==> src/rtl/board_pkg.sv <==
// Shared cell codes, result codes and FSM encoding for the game-board storage slice.
package board_pkg;

  localparam logic [1:0] EMPTY   = 2'b00;
  localparam logic [1:0] PLAYER1 = 2'b11;
  localparam logic [1:0] PLAYER2 = 2'b10;

  // Win-checker result codes, kept here so both sides of the board agree.
  localparam logic [1:0] NOWIN = 2'b00;
  localparam logic [1:0] TIE   = 2'b01;
  localparam logic [1:0] P2WIN = 2'b10;
  localparam logic [1:0] P1WIN = 2'b11;

  typedef enum logic [0:0] {
    IDLE  = 1'b0,
    CLEAR = 1'b1
  } fsm_e;

endpackage

==> src/rtl/board_mem_array_if.sv <==
// Move-entry / board-storage bus: write handshake, clear/undo controls and board status.
interface board_mem_array_if #(
  parameter int N      = 3,
  parameter int CELL_W = 2
);
  localparam int CELLS  = N * N;
  localparam int ADDR_W = $clog2(CELLS);
  localparam int CNT_W  = $clog2(CELLS + 1);

  // Handshake: a write is accepted on a ph1 edge where wr_valid && wr_ready.
  // While wr_ready is low the requester holds wr_valid/wr_addr/wr_state; the
  // outcome of an accepted write or undo is a single-cycle wr_ack or wr_err
  // in the cycle that follows it (never both).
  logic                    wr_valid;
  logic [ADDR_W-1:0]       wr_addr;
  logic [CELL_W-1:0]       wr_state;
  logic                    wr_ready;
  logic                    wr_ack;
  logic                    wr_err;
  logic                    clear;
  logic                    undo;
  logic [CELLS*CELL_W-1:0] board;
  logic [CNT_W-1:0]        move_cnt;
  logic                    full;
  logic                    busy;
  logic                    dbg_state;

  modport master (
    output wr_valid, wr_addr, wr_state, clear, undo,
    input  wr_ready, wr_ack, wr_err, board, move_cnt, full, busy, dbg_state
  );

  modport slave (
    input  wr_valid, wr_addr, wr_state, clear, undo,
    output wr_ready, wr_ack, wr_err, board, move_cnt, full, busy, dbg_state
  );

endinterface

==> src/rtl/board_hist_lifo.sv <==
// Address stack recording legal moves for undo; only built when BOARD_MEM_UNDO_EN is defined.
module board_hist_lifo #(
  parameter int  DEPTH = 9,
  parameter int  W     = 4,
  localparam int CW    = $clog2(DEPTH + 1)
) (
  input  logic          ph1,
  input  logic          reset,
  input  logic          push,
  input  logic          pop,
  input  logic          clr,
  input  logic [W-1:0]  din,
  output logic [W-1:0]  top,
  output logic [CW-1:0] count
);

  logic [W-1:0]  mem [DEPTH];
  logic [CW-1:0] cnt_q;

  assign count = cnt_q;

  always_comb begin
    top = '0;
    for (int i = 0; i < DEPTH; i++) begin
      if (cnt_q == CW'(i + 1)) top = mem[i];
    end
  end

  // Storage needs no reset: entries above cnt_q are never observed.
  always_ff @(posedge ph1) begin
    if (push && !clr) begin
      for (int i = 0; i < DEPTH; i++) begin
        if (cnt_q == CW'(i)) mem[i] <= din;
      end
    end
  end

  always_ff @(posedge ph1 or posedge reset) begin
    if (reset) begin
      cnt_q <= '0;
    end else if (clr) begin
      cnt_q <= '0;
    end else if (push && cnt_q != CW'(DEPTH)) begin
      cnt_q <= cnt_q + CW'(1);
    end else if (pop && cnt_q != '0) begin
      cnt_q <= cnt_q - CW'(1);
    end
  end

endmodule

==> src/rtl/board_mem_array.sv <==
// N x N game-board storage with checked writes, move counter and sequential clear sweep.
// Define BOARD_MEM_UNDO_EN to add last-move undo backed by board_hist_lifo.
module board_mem_array
  import board_pkg::*;
#(
  parameter int N      = 3,
  parameter int CELL_W = 2
) (
  input logic              ph1,
  input logic              reset,
  board_mem_array_if.slave bus
);

  localparam int CELLS  = N * N;
  localparam int ADDR_W = $clog2(CELLS);
  localparam int CNT_W  = $clog2(CELLS + 1);

  localparam logic [0:0] ST_IDLE  = IDLE;
  localparam logic [0:0] ST_CLEAR = CLEAR;

  logic [0:0]        state;
  logic [ADDR_W-1:0] sweep_idx;
  logic [CELL_W-1:0] cells_q [CELLS];
  logic [CNT_W-1:0]  cnt;
  logic              ack_q;
  logic              err_q;

  logic              idle;
  logic              sweep_last;
  logic              addr_ok;
  logic [CELL_W-1:0] cur_cell;
  logic              legal;
  logic              undo_req;
  logic              pop_ok;
  logic [ADDR_W-1:0] hist_top;

  assign idle       = (state == ST_IDLE);
  assign sweep_last = (state == ST_CLEAR) && (sweep_idx == ADDR_W'(CELLS - 1));

`ifdef BOARD_MEM_UNDO_EN
  logic [CNT_W-1:0] hist_cnt;

  assign undo_req = bus.undo;
  assign pop_ok   = (hist_cnt != '0);

  board_hist_lifo #(
    .DEPTH (CELLS),
    .W     (ADDR_W)
  ) u_hist (
    .ph1   (ph1),
    .reset (reset),
    .push  (idle && !bus.clear && !undo_req && bus.wr_valid && legal),
    .pop   (idle && !bus.clear && undo_req && pop_ok),
    .clr   (sweep_last),
    .din   (bus.wr_addr),
    .top   (hist_top),
    .count (hist_cnt)
  );
`else
  logic unused_undo;

  assign unused_undo = bus.undo;
  assign undo_req    = 1'b0;
  assign pop_ok      = 1'b0;
  assign hist_top    = '0;
`endif

  // Out-of-range addresses simply never match, so they read as not-ok.
  always_comb begin
    addr_ok  = 1'b0;
    cur_cell = '0;
    for (int i = 0; i < CELLS; i++) begin
      if (bus.wr_addr == ADDR_W'(i)) begin
        addr_ok  = 1'b1;
        cur_cell = cells_q[i];
      end
    end
  end

  assign legal = addr_ok && (cur_cell == CELL_W'(EMPTY)) && (bus.wr_state != CELL_W'(EMPTY));

  always_ff @(posedge ph1 or posedge reset) begin
    if (reset) begin
      state     <= ST_IDLE;
      sweep_idx <= '0;
      cnt       <= '0;
      ack_q     <= 1'b0;
      err_q     <= 1'b0;
      for (int i = 0; i < CELLS; i++) cells_q[i] <= '0;
    end else begin
      ack_q <= 1'b0;
      err_q <= 1'b0;
      if (state == ST_CLEAR) begin
        for (int i = 0; i < CELLS; i++) begin
          if (sweep_idx == ADDR_W'(i)) cells_q[i] <= '0;
        end
        if (sweep_last) begin
          state <= ST_IDLE;
          cnt   <= '0;
        end else begin
          sweep_idx <= sweep_idx + ADDR_W'(1);
        end
      end else if (bus.clear) begin
        state     <= ST_CLEAR;
        sweep_idx <= '0;
      end else if (undo_req) begin
        if (pop_ok) begin
          for (int i = 0; i < CELLS; i++) begin
            if (hist_top == ADDR_W'(i)) cells_q[i] <= '0;
          end
          cnt   <= cnt - CNT_W'(1);
          ack_q <= 1'b1;
        end else begin
          err_q <= 1'b1;
        end
      end else if (bus.wr_valid) begin
        if (legal) begin
          for (int i = 0; i < CELLS; i++) begin
            if (bus.wr_addr == ADDR_W'(i)) cells_q[i] <= bus.wr_state;
          end
          cnt   <= cnt + CNT_W'(1);
          ack_q <= 1'b1;
        end else begin
          err_q <= 1'b1;
        end
      end
    end
  end

  for (genvar g = 0; g < CELLS; g++) begin : g_pack
    assign bus.board[g*CELL_W +: CELL_W] = cells_q[g];
  end

  assign bus.wr_ready  = idle && !bus.clear && !undo_req;
  assign bus.wr_ack    = ack_q;
  assign bus.wr_err    = err_q;
  assign bus.move_cnt  = cnt;
  assign bus.full      = (cnt == CNT_W'(CELLS));
  assign bus.busy      = (state == ST_CLEAR);
  assign bus.dbg_state = state;

endmodule

==> src/flat_wrapper.sv <==
// flat-port wrapper written by rule: the top's interface ports become plain ports
module board_mem_array_flat import board_pkg::*;
#(
  parameter int N      = 3,
  parameter int CELL_W = 2
)
  (ph1, reset, bus_wr_valid, bus_wr_addr, bus_wr_state, bus_clear, bus_undo, bus_wr_ready, bus_wr_ack, bus_wr_err, bus_board, bus_move_cnt, bus_full, bus_busy, bus_dbg_state);
  board_mem_array_if #(.N(N), .CELL_W(CELL_W)) bus_i ();
  input logic ph1;
  input logic reset;
  input wire logic [$bits(bus_i.wr_valid)-1:0] bus_wr_valid;
  input wire logic [$bits(bus_i.wr_addr)-1:0] bus_wr_addr;
  input wire logic [$bits(bus_i.wr_state)-1:0] bus_wr_state;
  input wire logic [$bits(bus_i.clear)-1:0] bus_clear;
  input wire logic [$bits(bus_i.undo)-1:0] bus_undo;
  output wire logic [$bits(bus_i.wr_ready)-1:0] bus_wr_ready;
  output wire logic [$bits(bus_i.wr_ack)-1:0] bus_wr_ack;
  output wire logic [$bits(bus_i.wr_err)-1:0] bus_wr_err;
  output wire logic [$bits(bus_i.board)-1:0] bus_board;
  output wire logic [$bits(bus_i.move_cnt)-1:0] bus_move_cnt;
  output wire logic [$bits(bus_i.full)-1:0] bus_full;
  output wire logic [$bits(bus_i.busy)-1:0] bus_busy;
  output wire logic [$bits(bus_i.dbg_state)-1:0] bus_dbg_state;
  assign bus_i.wr_valid = bus_wr_valid;
  assign bus_i.wr_addr = bus_wr_addr;
  assign bus_i.wr_state = bus_wr_state;
  assign bus_i.clear = bus_clear;
  assign bus_i.undo = bus_undo;
  assign bus_wr_ready = bus_i.wr_ready;
  assign bus_wr_ack = bus_i.wr_ack;
  assign bus_wr_err = bus_i.wr_err;
  assign bus_board = bus_i.board;
  assign bus_move_cnt = bus_i.move_cnt;
  assign bus_full = bus_i.full;
  assign bus_busy = bus_i.busy;
  assign bus_dbg_state = bus_i.dbg_state;
  board_mem_array #(.N(N), .CELL_W(CELL_W)) u_core (.ph1(ph1), .reset(reset), .bus(bus_i));
endmodule
==> config.mk <==
export PLATFORM = sky130hd
export DESIGN_NAME = board_mem_array_flat
export DESIGN_NICKNAME = d
export VERILOG_FILES = /design/src/rtl/board_pkg.sv /design/src/rtl/board_mem_array_if.sv /design/src/rtl/board_hist_lifo.sv /design/src/rtl/board_mem_array.sv /design/src/flat_wrapper.sv
export SDC_FILE = /design/constraint.sdc
export NUM_CORES = 1
export LEC_CHECK = 0
export BUFFER_PORTS_ARGS = -buffer_cell sky130_fd_sc_hd__buf_2
export CAP_MARGIN = 0
export CORE_MARGIN = 2
export CORE_UTILIZATION = 56
export CTS_BUF_LIST = sky130_fd_sc_hd__clkbuf_2
export CTS_CLUSTER_DIAMETER = 120
export DETAILED_ROUTE_END_ITERATION = 8
export GPL_ROUTABILITY_DRIVEN = 0
export PLACE_DENSITY_LB_ADDON = 0.25
export SETUP_SLACK_MARGIN = 0.2
export SLEW_MARGIN = 20
export SYNTH_ARGS = -nofsm -noshare
export SYNTH_HDL_FRONTEND = slang
export SYNTH_SLANG_ARGS = --single-unit
export TNS_END_PERCENT = 20
==> constraint.sdc <==
create_clock -name ph1 -period 2.13 [get_ports ph1]
set_input_delay 0.426 -clock ph1 [delete_from_list [all_inputs] [get_ports ph1]]
set_output_delay 0.426 -clock ph1 [all_outputs]
set_load 0.1 [all_outputs]
### Word level (Yosys, flattened, before mapping)

Cells that the tools add are included.

| storage, ports and cells | value |
|---|---|
| bits in registers | 29 |
| input bits | 11 |
| output and inout port bits | 28 |
| logic and storage cells | 137 |

| cells by class | value |
|---|---|
| $add $sub $neg | 2 |
| eq/ne operators | 29 |
| muxes and demuxes | 59 |
| bitwise gates (word level) | 1 |
| reductions and logical operators | 32 |

Operators by type and width:

| cell | number |
|---|---|
| $mux 18 | 4 |
| $mux 2 | 27 |
| $reduce_and 5->1 | 9 |
| $eq 4x3->1 const B | 8 |
| $mux 4 | 8 |
| $reduce_bool 2->1 | 13 |
| $ne 2x2->1 const B | 11 |
| $mux 1 | 20 |
| $eq 4x2->1 const B | 4 |
| $eq 4x4->1 const B | 3 |
| $add 4x1->4 const B | 2 |
| $eq 4x1->1 const B | 2 |
| $logic_not 4->1 | 2 |
| $logic_and 1x1->1 | 4 |
| $reduce_and 4->1 | 1 |
| $logic_not 2->1 | 1 |
| $ne 2x1->1 const B | 1 |
| $reduce_and 2->1 | 1 |
| $logic_not 1->1 | 1 |
| $not 1->1 | 1 |

### Logic depth before layout (Yosys ltp)

| logic depth | value |
|---|---|
| depth in word-level cells | 17 |
| depth in mapped cells | 8 |
| depth with buffers taken out | 8 |

### Least setup slack after synthesis

OpenSTA, ideal clock, no wires.

| timing path | value |
|---|---|
| kind | reg-to-reg |
| start point | register u_core.state (netlist: u_core.bus.busy) |
| end point | register u_core.cells_q, in the netlist u_core.bus.board[0] |
| setup time | 122 ps |
| data arrival time | 3179 ps |
| data required time | 2008 ps |
| slack | -1171 ps |
| cell stages (with the launch flop) | 7 |
| buffers on the path | 1 |
| clock period less this slack | 3301 ps |
| path through | dfrtp_1 clkbuf_1 nor2_1 nand2b_1 o32a_1 o21bai_1 a22o_1 |

| between the ends | value |
|---|---|
| word-level cells in the longest chain between the ends | 2 |
| elaborated cells between the ends (all ways) | 7 |
| classes of those cells | eq/ne (2); mux (1); reduce/logical (4) |

RTL lines:

| element | RTL line | RTL |
|---|---|---|
| start: declaration | board_mem_array.sv:21 | `logic [0:0] state;` |
| start signal: assignment | board_mem_array.sv:84 | `state <= ST_IDLE;` |
| start signal: assignment | board_mem_array.sv:98 | `state <= ST_IDLE;` |
| start signal: assignment | board_mem_array.sv:104 | `state <= ST_CLEAR;` |
| $ne 2x2->1 (no line) (tied with other cells) | -- |  |
| $reduce_and 5->1 (no line) | -- |  |
| end signal: indexed assignment | board_mem_array.sv:119 | `if (bus.wr_addr == ADDR_W'(i)) cells_q[i] <= bus.wr_state;` |
| end: declaration | board_mem_array.sv:23 | `logic [CELL_W-1:0] cells_q [CELLS];` |

Several ways; a longest one is shown, not always the timed one.
A chain may end at the register's enable or synchronous reset.

### Worst setup path in the final report

| timing path | value |
|---|---|
| start point | register u_core.cells_q, in the netlist u_core.bus.board[7] |
| end point | register u_core.cells_q, in the netlist u_core.bus.board[4] |

| between the ends | value |
|---|---|
| word-level cells in the longest chain between the ends | 11 |

RTL lines:

| element | RTL line | RTL |
|---|---|---|
| $mux 2 (6 in a row) | board_mem_array.sv:73 | `if (bus.wr_addr == ADDR_W'(i)) begin` |
| $logic_not 2->1 | board_mem_array.sv:80 | `assign legal = addr_ok && (cur_cell == CELL_W'(EMPTY)) && (bus.wr_state != CELL_W'(EMPTY));` |
| $logic_and 1x1->1 (2 in a row) | board_mem_array.sv:80 |  |
| $reduce_bool 2->1 (no line) | -- |  |
| $reduce_and 5->1 (no line) | -- |  |

Every way passes these cells.

==> run_results.csv <==
group,metric,value,unit
critical_path,timing.rr.start,"u_core.bus.board[7]$_DFFE_PP0P_",
grt,grt_pass1_wl,8818,um
critical_path,worst_ep_arrival_time,2370,ps
routing,drc,0,
pwr,clkPwrFrac,9.3,%
logic_synthesis,ys_seq_area_share,39.59,%
routing,totalWireLength,6371,um
logic_synthesis,syn_area,1833,um^2
routing,vias_per_cell,6.577,
layout,antennaDiodeCount,0,
routing,avgRoutedWirePerCell,20.75,um
critical_path,cp_num_buf_inv,3,
logic_synthesis,netlist.area_leader.share,39.59,%
logic_synthesis,ys_warn_count,0,
place,place_hpwl,3790,um
critical_path,worstPathRequired,2430,ps
pwr,sw_frac_of_total,58.10,%
pwr,p_sw,1746,uW
logic_synthesis,synthDistinctLibCells,54,
sta,fmax,482.7,MHz
grt,antenna_found_initial,0,
logic_synthesis,synth-edff-count,0,
floorplanning,coreArea,3078,um^2
logic_synthesis,yosys.area.top_type,"dfrtp_1",
critical_path,r2r_slack,60,ps
sta,hold_viol,0,
run,drv_cap,0,
critical_path,worst-r2r-cell-count,9,
pwr,pwr-share-comb,61.7,%
pwr,pwr-share-seq,29.1,%
routing,vias,2019,
clock_tree,cts_sinks,29,
critical_path,cp-start-kind,"flop",
critical_path,path_common_cell,"buf_6",
sta,relSlewSlack,44.70,%
place,port_buffers,37,
logic_synthesis,synth_area_leaders,"dfrtp_1 40%, nand2_1 4.5%, ha_1 4.1%",
clock_tree,clk_pin_slew_worst_paths,160,ps
logic_synthesis,synth_cells,193,
sta,skew,22.24,ps
routing,postRouteAntennaNets,0,
sta,finalCritPeriodShare,97.27,%
clock_tree,cts-buffers-inserted,5,
grt,grt_usage,33.03,%
floorplanning,io_pins,39,
clock_tree,clock_path_buffers,2,
floorplanning,chipHeight,61.21,um
critical_path,endpoint_kind,"flop",
pwr,p_per_area,1165,nW/um^2
critical_path,path_cells,"o211ai_1, mux2i_2, a221oi_4, buf_6, buf_12, a21oi_4, buf_6, o21ai_4, o31ai_2",
layout,mostFrequentLayoutCell,"buf_2",
layout,drive_above_1_share,50.19,%
sta,setup_viol_count_final,0,
floorplanning,die_x,61.21,um
critical_path,critPathTopFamily,"compound AO/OA/AOI/OAI gates",
grt,grt_pass1_vias,1813,
sta,rsz0062_at_grt,"true",
grt,grt_overflow,0,
status,status,"completed",
sta,report.final.slew_viol_count,0,
grt,grt_max_degree,30,
place,pre_cts_slack,-217.4,ps
critical_path,slowest_delay,510,ps
logic_synthesis,async_flop_share,100.0,%
critical_path,path_class,"flop to flop",
floorplanning,rows,20,
critical_path,critical_path_peak_fanout,5,
pwr,max-vdd-ir-drop,0.0007819,V
clock_tree,h-tree-depth,2,
logic_synthesis,synth_area_per_cell,9.497,um^2
clock_tree,hold_buffers,0,
sta,finalSetupTns,0,ps
floorplanning,dieArea,3747,um^2
routing,dr.pass1.iters,5,
critical_path,slowest_stage,"dfrtp_4",
critical_path,regToRegEndpoint,"u_core.bus.board[4]$_DFFE_PP0P_",
pwr,p_int,1259,uW
clock_tree,tritoncts,"built",
sta,worst_pin_slew,826.9,ps
clock_tree,cts-root-buf,"clkbuf_2",
logic_synthesis,synth_flop_cell,"dfrtp_1",
pwr,p_leak,0.001168,uW
sta,timing.hold.ws,56.94,ps
logic_synthesis,synth_nets,210,
layout,n_fill_cell,172,
routing,drt_iter0_drc,181,
layout,num-nets-final,279,
sta,worst_slack,58.16,ps
layout,final_cell_mix,"36 x buf_2, 31 x buf_4, 21 x nand2_1, 15 x dfrtp_2, 11 x inv_1",
layout,area_delta_synth_final,40.75,%
min_path,min_path_type,"input pin to async pin",
logic_synthesis,ys_seq_elements,29,
clock_tree,clock_latency,410,ps
sta,min_period,2072,ps
floorplanning,start_util,59.55,%
==> logic make-up (layout without fill, tap and decap cells) <==
| kind of cell | count (synthesis) | in the layout | synth area share, % |
|---|---|---|---|
| xor gates and xnor gates | 1 | 1 | 0.4779 |
| buffers and inverters | 22 | 92 | 6.211 |
| muxes | 2 | 2 | 1.160 |
| adders and majority gates | 6 | 6 | 4.095 |
| AOI/OAI and AO/OA | 64 | 64 | 28.53 |
| DFF | 29 | 29 | 39.59 |
| and+or+nand+nor | 69 | 69 | 19.93 |
==> power by group through the flow <==
| stage | clock network [uW] | logic [uW] | registers [uW] |
|---|---|---|---|
| after floorplan | 0 | 778 | 1350 |
| after global placement | 0 | 1550 | 850 |
| after detailed placement | 0 | 1600 | 868 |
| after CTS | 269 | 1720 | 860 |
| after global routing | 301 | 1940 | 889 |
| final | 279 | 1850 | 873 |
==> state kept, by name, indices dropped and copies added (netlist names) <==
| name | flops |
|---|---|
| u_core.bus.board | 18 |
| u_core.bus.busy | 1 |
| u_core.bus.move_cnt | 4 |
| u_core.bus.wr_ack | 1 |
| u_core.bus.wr_err | 1 |
| u_core.sweep_idx | 4 |
==> how the worst max path moves through the flow <==
| stage | to | cells after the start | from | slack, ps |
|---|---|---|---|---|
| after floorplan | u_core.bus.move_cnt[0]$_DFFE_PP0P_ | 7 | bus_wr_addr[2] | -70 |
| after global placement | u_core.bus.board[11]$_DFFE_PP0P_ | 7 | bus_wr_addr[2] | -150 |
| after detailed placement | u_core.bus.board[11]$_DFFE_PP0P_ | 7 | bus_wr_addr[2] | -220 |
| after CTS | u_core.bus.board[3]$_DFFE_PP0P_ | 8 | u_core.bus.board[6]$_DFFE_PP0P_ | 120 |
| after global routing | u_core.bus.move_cnt[2]$_DFFE_PP0P_ | 7 | u_core.bus.board[16]$_DFFE_PP0P_ | -90 |
| final | u_core.bus.board[4]$_DFFE_PP0P_ | 9 | u_core.bus.board[7]$_DFFE_PP0P_ | 60 |
==> per-stage QoR <==
| step | power [uW] | cells | utilization [%] | area (um^2) |
|---|---|---|---|---|
| 2_1_floorplan | 2126 | 193 | - | 1899 |
| 3_3_place_gp | 2401 | 289 | 72.97 | 2246 |
| 3_5_place_dp | 2466 | 289 | 72.97 | 2246 |
| 4_1_cts | 2854 | 307 | 80.89 | 2490 |
| 5_1_grt | 3131 | 307 | 83.82 | 2580 |
| 6_report | 3005 | 307 | 83.82 | 2580 |
==> routing by layer <==
metal	global-route usage, %	part of all wire (%)
met2	52.13	47
met1	42.51	37
met5	0	0
met3	8.613	9.9
met4	15.22	5.6
==> layout make-up <==
| type | count | area [um^2] | share of cell area (%) |
|---|---|---|---|
| well taps | 44 | 55.05 | 2.134 |
| clock buffers | 5 | 25.02 | 0.9699 |
| repair buffers | 73 | 489.2 | 18.96 |
| inverters | 11 | 41.29 | 1.600 |
| flip-flops and latches | 29 | 759.5 | 29.44 |
| clock inverters | 3 | 12.51 | 0.4850 |
| multi-input cells | 142 | 1197 | 46.41 |
==> Yosys cell counts, types with 2 or more instances <==
cell      count
o22ai_1       2
nor4b_1       2
o32ai_1       2
o32a_1        2
nand2b_1      7
a31oi_1       4
dfrtp_1      29
ha_1          6
o21ai_1       5
a211o_1       2
nor3b_1       3
nand3_1       6
a21oi_1       4
o311ai_1      3
nor2_1       13
or2_2         3
or3_1         2
buf_6         3
inv_1        11
buf_4         2
clkbuf_1      4
o31ai_1       6
nand2_1      22
nor3_1        3
o21ai_0      11
a22o_1        7
o21bai_1      2
==> tightest hold or removal path, delay by kind of cell <==
kind                   cells  cell delay, ps
buffers and inverters      3             490
==> repair_timing <==
action,CTS,global route
endpoints found under the hold margin,0,0
gates resized for setup,22,16
buffers inserted,10,0
pin swaps,8,10
endpoints found under the setup margin,22,25
No activity file was read; power rests on OpenSTA's default activity.
